<file path="src/rtl/pin_entry_ctrl.sv">
// PIN-entry controller: collects N_DIGITS nibbles into a shift buffer, drives the packed 7-segment bus, hands the code to the comparator.
// All outputs registered (1-cycle latency); pulse inputs are accepted or dropped in the cycle they arrive, no backpressure.
module pin_entry_ctrl #(
  parameter int         N_DIGITS      = 4,
  parameter int         BLINK_TICKS   = 12500,
  parameter int         TIMEOUT_TICKS = 125000,
  parameter logic [3:0] BLANK         = 4'hF
) (
  input  logic                            clk_in,
  input  logic                            reset,
  input  logic                            tick,
  input  logic                            enb_count,
  input  logic [4*N_DIGITS-1:0]           led_cnt_in,
  input  logic [3:0]                      value_4bit,
  input  logic                            confirm,
  input  logic                            backspace,
  input  logic                            clear,
  output logic [4*N_DIGITS-1:0]           led7_out,
  output logic [4*N_DIGITS-1:0]           pw_out,
  output logic                            pw_valid,
  output logic                            enough,
  output logic [$clog2(N_DIGITS+1)-1:0]   digit_count,
  output logic                            timeout
);

  localparam int DCW = $clog2(N_DIGITS + 1);
  localparam int BCW = (BLINK_TICKS > 2) ? $clog2(BLINK_TICKS) : 1;
  localparam int TCW = (TIMEOUT_TICKS > 2) ? $clog2(TIMEOUT_TICKS) : 1;
  localparam bit TO_EN = (TIMEOUT_TICKS > 0);

  localparam logic [DCW-1:0] LAST   = DCW'(N_DIGITS - 1);
  localparam logic [DCW-1:0] FULL   = DCW'(N_DIGITS);
  localparam logic [BCW-1:0] B_LAST = BCW'(BLINK_TICKS - 1);
  localparam logic [TCW-1:0] T_LAST = TCW'(TIMEOUT_TICKS - 1);

  typedef enum logic {ENTRY, DONE} state_t;

  state_t                      state_q, state_d;
  logic [N_DIGITS-2:0][3:0]    dig_q, dig_d, dig_shl, dig_shr;
  logic [DCW-1:0]              cnt_d;
  logic [4*N_DIGITS-1:0]       pw_d, led_d;
  logic                        pw_valid_d, timeout_d;
  logic [BCW-1:0]              bcnt_q, bcnt_d;
  logic                        phase_q, phase_d;
  logic [TCW-1:0]              tcnt_q, tcnt_d;
  logic                        accepted, do_clear;

  // Buffer holds only the stored digits; the newest sits in slot 0, empty slots read BLANK.
  always_comb begin
    dig_shl    = dig_q;
    dig_shl[0] = value_4bit;
    for (int i = 1; i < N_DIGITS - 1; i++) begin
      dig_shl[i] = dig_q[i-1];
    end
    dig_shr             = dig_q;
    dig_shr[N_DIGITS-2] = BLANK;
    for (int i = 0; i < N_DIGITS - 2; i++) begin
      dig_shr[i] = dig_q[i+1];
    end
  end

  always_comb begin
    state_d    = state_q;
    dig_d      = dig_q;
    cnt_d      = digit_count;
    pw_d       = pw_out;
    pw_valid_d = 1'b0;
    timeout_d  = 1'b0;
    bcnt_d     = bcnt_q;
    phase_d    = phase_q;
    tcnt_d     = tcnt_q;
    accepted   = 1'b0;
    do_clear   = 1'b0;

    if (!enb_count) begin
      case (state_q)
        ENTRY: begin
          if (clear) begin
            accepted = 1'b1;
            do_clear = 1'b1;
          end else if (confirm) begin
            accepted = 1'b1;
            if (digit_count == LAST) begin
              pw_d       = {dig_q, value_4bit};
              pw_valid_d = 1'b1;
              cnt_d      = FULL;
              state_d    = DONE;
            end else begin
              dig_d = dig_shl;
              cnt_d = digit_count + 1'b1;
            end
          end else if (backspace && digit_count != '0) begin
            accepted = 1'b1;
            dig_d    = dig_shr;
            cnt_d    = digit_count - 1'b1;
          end else if (TO_EN && tick && digit_count != '0) begin
            if (tcnt_q == T_LAST) begin
              do_clear  = 1'b1;
              timeout_d = 1'b1;
            end else begin
              tcnt_d = tcnt_q + 1'b1;
            end
          end
        end
        DONE: begin
          if (clear) begin
            accepted = 1'b1;
            do_clear = 1'b1;
            state_d  = ENTRY;
          end
        end
        default: state_d = ENTRY;
      endcase

      if (do_clear) begin
        dig_d = {(N_DIGITS-1){BLANK}};
        cnt_d = '0;
      end
      if (accepted || do_clear) begin
        tcnt_d = '0;
      end

      // Any user action restarts the cursor in its visible phase.
      if (accepted || timeout_d) begin
        phase_d = 1'b1;
        bcnt_d  = '0;
      end else if (tick) begin
        if (bcnt_q == B_LAST) begin
          bcnt_d  = '0;
          phase_d = ~phase_q;
        end else begin
          bcnt_d = bcnt_q + 1'b1;
        end
      end
    end

    if (enb_count) begin
      led_d = led_cnt_in;
    end else if (state_d == DONE) begin
      led_d = pw_d;
    end else begin
      led_d = {dig_d, (phase_d ? value_4bit : BLANK)};
    end
  end

  always_ff @(posedge clk_in or negedge reset) begin
    if (!reset) begin
      state_q     <= ENTRY;
      dig_q       <= {(N_DIGITS-1){BLANK}};
      digit_count <= '0;
      pw_out      <= {N_DIGITS{BLANK}};
      led7_out    <= {N_DIGITS{BLANK}};
      pw_valid    <= 1'b0;
      enough      <= 1'b0;
      timeout     <= 1'b0;
      bcnt_q      <= '0;
      phase_q     <= 1'b1;
      tcnt_q      <= '0;
    end else begin
      state_q     <= state_d;
      dig_q       <= dig_d;
      digit_count <= cnt_d;
      pw_out      <= pw_d;
      led7_out    <= led_d;
      pw_valid    <= pw_valid_d;
      enough      <= (state_d == DONE);
      timeout     <= timeout_d;
      bcnt_q      <= bcnt_d;
      phase_q     <= phase_d;
      tcnt_q      <= tcnt_d;
    end
  end

endmodule

</file>
<file path="config.mk">
export PLATFORM = sky130hd
export DESIGN_NAME = pin_entry_ctrl
export DESIGN_NICKNAME = d
export VERILOG_FILES = /design/src/rtl/pin_entry_ctrl.sv
export SDC_FILE = /design/constraint.sdc
export NUM_CORES = 1
export LEC_CHECK = 0
export CORE_ASPECT_RATIO = 0.8
export CORE_UTILIZATION = 55
export DETAILED_ROUTE_END_ITERATION = 7
export DONT_BUFFER_PORTS = 1
export PLACE_DENSITY = 0.7
export SLEW_MARGIN = 20
export SYNTH_ARGS = -nofsm -noshare
export SYNTH_HDL_FRONTEND = slang
export SYNTH_SLANG_ARGS = --single-unit
export TNS_END_PERCENT = 100
</file>
<file path="constraint.sdc">
create_clock -name clk_in -period 3.3 [get_ports clk_in]
set_clock_uncertainty 0.05 [all_clocks]
set_input_delay 0.495 -clock clk_in [delete_from_list [all_inputs] [get_ports clk_in]]
set_output_delay 0.495 -clock clk_in [all_outputs]
set_load 0.01 [all_outputs]
</file>
==> results of run 1 <==
## cell type report
| cell class | instances | area [um2] |
|---|---|---|
| fill | 627 | 2840 |
| sequential | 82 | 2110 |
| multi-input combinational | 308 | 2000 |
| tap | 105 | 131 |
| clock buffer | 9 | 124 |
| timing repair buffer | 9 | 90.1 |
| clock inverter | 7 | 82.6 |
| inverter | 13 | 48.8 |
## registers in the layout, indices dropped and copies added (netlist names)
| signal | count |
|---|---|
| state_q | 1 |
| dig_q | 12 |
| timeout | 1 |
| pw_valid | 1 |
| pw_out | 16 |
| led7_out | 16 |
| phase_q | 1 |
| tcnt_q | 17 |
| digit_count | 3 |
| bcnt_q | 14 |
## kinds of logic after synthesis
family | after synthesis | synth area share [%]
compound gates | 114 | 17.3
xor+xnor | 18 | 3.72
fa+ha+maj | 6 | 1.77
buf+inv | 33 | 3.27
flops | 82 | 49.7
mux | 18 | 4.72
simple gates | 152 | 19.5
## metrics by stage
step	std cells	area [um2]	setup WS [ps]
floorplan	423	4240	861
finish	533	4590	744
CTS	533	4590	745
global route	533	4590	636
global placement	515	4340	847
detailed placement	515	4340	767
## cell usage after synthesis (3+ instances only)
cell type	number	area share (%)
or3_1	6	0.88
mux2_2	16	4.2
nor4b_1	3	0.62
clkbuf_1	12	1.1
dfrtp_1	37	22
buf_1	3	0.27
a21oi_1	33	3.9
or2_2	3	0.44
o21ai_0	19	2.2
a2bb2oi_1	6	1.2
o21a_1	8	1.4
nand2_1	26	2.3
nor3_1	20	2.4
nor2b_1	5	0.74
and4_1	3	0.62
inv_1	13	1.2
nor4_1	5	0.74
buf_2	3	0.35
a211oi_1	7	1.2
and3_1	4	0.59
nor2_1	37	3.3
ha_1	6	1.8
nand2b_1	4	0.59
xnor2_1	16	3.3
nand4_1	10	1.5
dfstp_2	45	28
nand3_1	10	1.2
o22ai_1	24	3.5
## worst register-to-register path: stages (launching register included)
cell and delay (ps):
dfrtp_1 430, inv_1 110, ha_1 230, nor2b_1 170
or4_4 570, a21o_4 270, or4_4 520, a21oi_2 140
## final timing paths
kind	startpoint	to	slack (ps)	cells past startpoint
max	digit_count[0]$_DFFE_PN0P_	tcnt_q[16]$_DFFE_PN0P_	740	7
min	enb_count	timeout$_DFF_PN0_	150	1
max reg2reg	digit_count[0]$_DFFE_PN0P_	tcnt_q[16]$_DFFE_PN0P_	740	7
min reg2reg	dig_q[3]$_DFF_PN1_	dig_q[3]$_DFF_PN1_	470	2
max in group asynchronous	reset	led7_out[7]$_DFF_PN1_	2200	2
min in group asynchronous	reset	tcnt_q[10]$_DFFE_PN0P_	640	2
## power by group through the flow
stage	sequential (W)	clock (W)	combinational, W
6_report	0.00138	0.000767	0.000411
5_1_grt	0.00140	0.000829	0.000458
4_1_cts	0.00138	0.000786	0.000412
3_5_place_dp	0.00140	0	0.000385
3_3_place_gp	0.00139	0	0.000369
2_1_floorplan	0.00136	0	0.000323
## per-layer routing
metal  part of all wire (%)  GRT usage, %  up-vias
li1                       -             -     1547
met1                     48          37.9     1577
met2                     42          34.2      126
met3                    9.1          6.01        9
met4                    1.0          8.12        0
met5                      0             0        -
## timing repair
item	CTS	global route
gates resized for setup	0	0
hold buffers	2	0
endpoints found under the hold margin	82	0
endpoints found under the setup margin	0	0
==> impl_metrics.tcl, run 1 <==
set metrics [dict create \
    maxCapViolations 0 \
    max_freq_mhz 391 \
    cp_top_family "simple AND/OR/NAND/NOR gates" \
    layout-drive-gt1-share_pct 23.6 \
    root_buffer "clkbuf_8" \
    start_util_pct 57.1 \
    vias_per_cell 6.11 \
    cpMostUsedCell "or4_4" \
    grt_max_degree 83 \
    clockPowerShare_pct 29.9 \
    clockBufferDepth 2 \
    gp_congestion 0.866 \
    critPathLaunchType "register" \
    syn_avg_cell_area_um2 10.0 \
    grt_antenna_before_repair 0 \
    slowest_stage "or4_4" \
    p_switching_w 0.000800 \
    ant_nets 0 \
    utilization_pct 61.8 \
    slew_headroom_pct 37.2 \
    cts_tree "built" \
    tns_ps 0 \
    critPathMaxFanout 10 \
    path_class "register to register" \
    first_iter_violations 228 \
    yosysUniqueCellTypes 55 \
    portBuffers 0 \
    yosysWarnings 0 \
    synthCells 423 \
    diodes 0 \
    switching_share_pct 31.2 \
    area_growth_pct 8.11 \
    outcome "complete, no violations" \
    pwr_density_cell_nw_per_um2 558 \
    finalNetCount 456 \
    io_pins 65 \
    coreArea_um2 7430 \
    layout_commonest_cell "dfstp_2" \
    die_y_um 80.6 \
    grt_pass1_vias 2951 \
    synth_nets 456 \
    synth_edf_count 0 \
    crit_arrival_ps 2800 \
    whs_ps 151 \
    power_frac_comb_pct 16.0 \
    wl_per_cell_um 17.9 \
    dieArea_um2 8070 \
    irDropWorstVdd_v 0.000320 \
    drc 0 \
    critical-path-max-stage-delay_ps 570 \
    cts_setup_buffers 0 \
    clock_latency_ps 360 \
    path_buf_inv 1 \
    track_usage_pct 24.9 \
    ys_seq_area_share_pct 49.7 \
    gr-total-overflow 0 \
    internal_power_w 0.00176 \
    setup.worst_path.end_class "register" \
    syn-cell-area_um2 4240 \
    ys_seq_elements 82 \
    min_path_type "primary input to register" \
    via_count 3259 \
    dpl.hpwl_mm 6.50 \
    routed_wl_mm 9.53 \
    rows 28 \
    grt_pass1_wl_mm 15.4 \
    p_total_w 0.00256 \
    async_flop_share_pct 100 \
    firstDrtPassIters 5 \
    clk_pin_slew_ps 90 \
    die_w_um 100 \
    final_max_slew_viol_count 0 \
    synth_ff_type "dfstp_2" \
    setup_violations 0 \
    tightest_slew_ps 941 \
    rsz0062_at_grt "false" \
    htree_levels 3 \
    period_share_pct 77.5 \
    final.min_clock_period_ps 2560 \
    layout_common_cells "45 x dfstp_2, 37 x nor2_1, 37 x dfrtp_1, 33 x a21oi_1, 26 x nand2_1" \
    p_seq_share_pct 54.0 \
    numCtsBuffers 9 \
    worstPathRequired_ps 3540 \
    hold_viol_final 0 \
    clkSinkCount 82 \
    cp_cell_sequence "inv_1 > ha_1 > nor2b_1 > or4_4 > a21o_4 > or4_4 > a21oi_2" \
    leakage_nw 1.76 \
]
(Power assumes the default switching activity.)
==> run 2: changes to the inputs <==
clock period = 2.62 ns   (was 3.3 ns; I/O delays follow)
==> run 2 against run 1 <==
Via count grew 2.9%. Total power grew 26%. Utilization grew 0.66 points. Sequential cell count is the same. Largest power group unchanged.
==> impl_metrics.tcl, run 2 (synthesis results as in run 1) <==
set metrics [dict create \
    portBuffers 0 \
    dpl.hpwl_mm 6.73 \
    layout_common_cells "45 x dfstp_2, 37 x nor2_1, 37 x dfrtp_1, 32 x a21oi_1, 26 x nand2_1" \
    numCtsBuffers 9 \
    track_usage_pct 25.8 \
    hp-start "enb_count" \
    critPathLaunchType "register" \
    ant_nets 0 \
    gr-total-overflow 0 \
    cts_setup_buffers 0 \
    worstPathRequired_ps 2870 \
    vias_per_cell 6.22 \
    cpMostUsedCell "or4_4" \
    pwr_density_cell_nw_per_um2 698 \
    clkSinkCount 82 \
    area_growth_pct 9.26 \
    grt_pass1_wl_mm 16.0 \
    largest_register_ffs 17 \
    routed_wl_mm 9.72 \
    die_y_um 80.6 \
    hold_viol_final 0 \
    dieArea_um2 8070 \
    largestRegisters "tcnt_q x17, led7_out x16, pw_out x16" \
    path_class "register to register" \
    fill_cells 607 \
    setup_violations 0 \
    min_path_type "primary input to register" \
    cts_tree "built" \
    reg2reg_from "digit_count[1]$_DFFE_PN0P_" \
    outcome "complete, no violations" \
    p_total_w 0.00324 \
    final_max_slew_viol_count 0 \
    place_ws_ps 137 \
    layout-drive-gt1-share_pct 24.9 \
    grt_antenna_before_repair 0 \
    maxCapViolations 0 \
    regArea_um2 2110 \
    final.min_clock_period_ps 2520 \
    grt_pass1_vias 3148 \
    htree_levels 3 \
    via_count 3353 \
    period_share_pct 96.2 \
    rsz0062_at_grt "false" \
    die_w_um 100 \
    tns_ps 0 \
    rrSetupSlack_ps 100 \
    placed_cells 521 \
    gp_congestion 0.835 \
    io_pins 65 \
    critPathMaxFanout 10 \
    cp_cell_sequence "inv_1 > ha_1 > nor2b_1 > or4_4 > a21o_4 > or4_4 > a21oi_2" \
    clock_latency_ps 370 \
    cp-startpoint "digit_count[1]$_DFFE_PN0P_" \
    first_iter_violations 199 \
    layout_commonest_cell "dfstp_2" \
    crit_arrival_ps 2770 \
    drc 0 \
    start_util_pct 57.1 \
    critical-path-max-stage-delay_ps 580 \
    root_buffer "clkbuf_8" \
    clockBufferDepth 2 \
    irDropWorstVdd_v 0.000465 \
    multiInputGateArea_um2 2010 \
    finalNetCount 462 \
    setup.worst_path.end_class "register" \
    max_freq_mhz 397 \
    diodes 0 \
    setup_slack_ps 101 \
    slowest_stage "or4_4" \
    top_register "tcnt_q" \
    slew_headroom_pct 60.4 \
    firstDrtPassIters 7 \
    rows 28 \
    clk_pin_slew_ps 90 \
    leakage_nw 1.79 \
    wl_per_cell_um 18.0 \
    grt_max_degree 83 \
    layout.cells.non_filler 539 \
    tightest_slew_ps 594 \
    coreArea_um2 7430 \
]
## run 2: repair_timing
action                                 CTS  global route
setup endpoints to repair                0             1
endpoints found under the hold margin   82             0
gates resized for setup                  0             1
hold buffers                             2             0
## run 2: metrics by stage
stage | util [%] | area [um2] | hold slack, ps
finish | 62.4 | 4640 | 40.4
global route | 62.4 | 4640 | 23.1
CTS | 62.4 | 4630 | 18.8
detailed placement | 59.1 | 4390 | 49.2
global placement | 59.1 | 4390 | 49.4
floorplan | - | 4240 | 47.4
## run 2: path summary, 6_finish.rpt
kind | endpoint | cells past startpoint
max in group asynchronous | led7_out[11]$_DFF_PN1_ | 2
max | tcnt_q[16]$_DFFE_PN0P_ | 7
min reg2reg | dig_q[3]$_DFF_PN1_ | 2
min | timeout$_DFF_PN0_ | 1
max reg2reg | tcnt_q[16]$_DFFE_PN0P_ | 7
min in group asynchronous | tcnt_q[15]$_DFFE_PN0P_ | 2
## run 2: area by class of cell
type / instances / share of cell area (%)
Clock inverter: 7 / 1.78
Timing Repair Buffer: 15 / 2.91
Inverter: 13 / 1.05
Multi-Input combinational cell: 308 / 43.3
Sequential cell: 82 / 45.5
Clock buffer: 9 / 2.67
Tap cell: 105 / 2.83
## run 2: per-layer routing
layer	up-vias	track usage (%)	part of all wire (%)
met3	20	8.09	8.3
met1	1630	38.7	49
met4	0	7.39	1.5
li1	1571	-	-
met5	-	0	0
met2	132	35.0	42
## run 2: report_power, final
group | leakage, nW | total, W | switching, W | internal [W]
sequential | 0.986 | 0.00173 | 0.000196 | 0.00154
combinational | 0.696 | 0.000534 | 0.000308 | 0.000227
clock | 0.105 | 0.000968 | 0.000511 | 0.000457
## run 2: critical path, delay by kind of cell (launching register included)
family / cells / cell delay (ps)
compound gates: 2 / 410
fa+ha+maj: 1 / 210
buf+inv: 1 / 100
flops: 1 / 430
simple gates: 3 / 1270
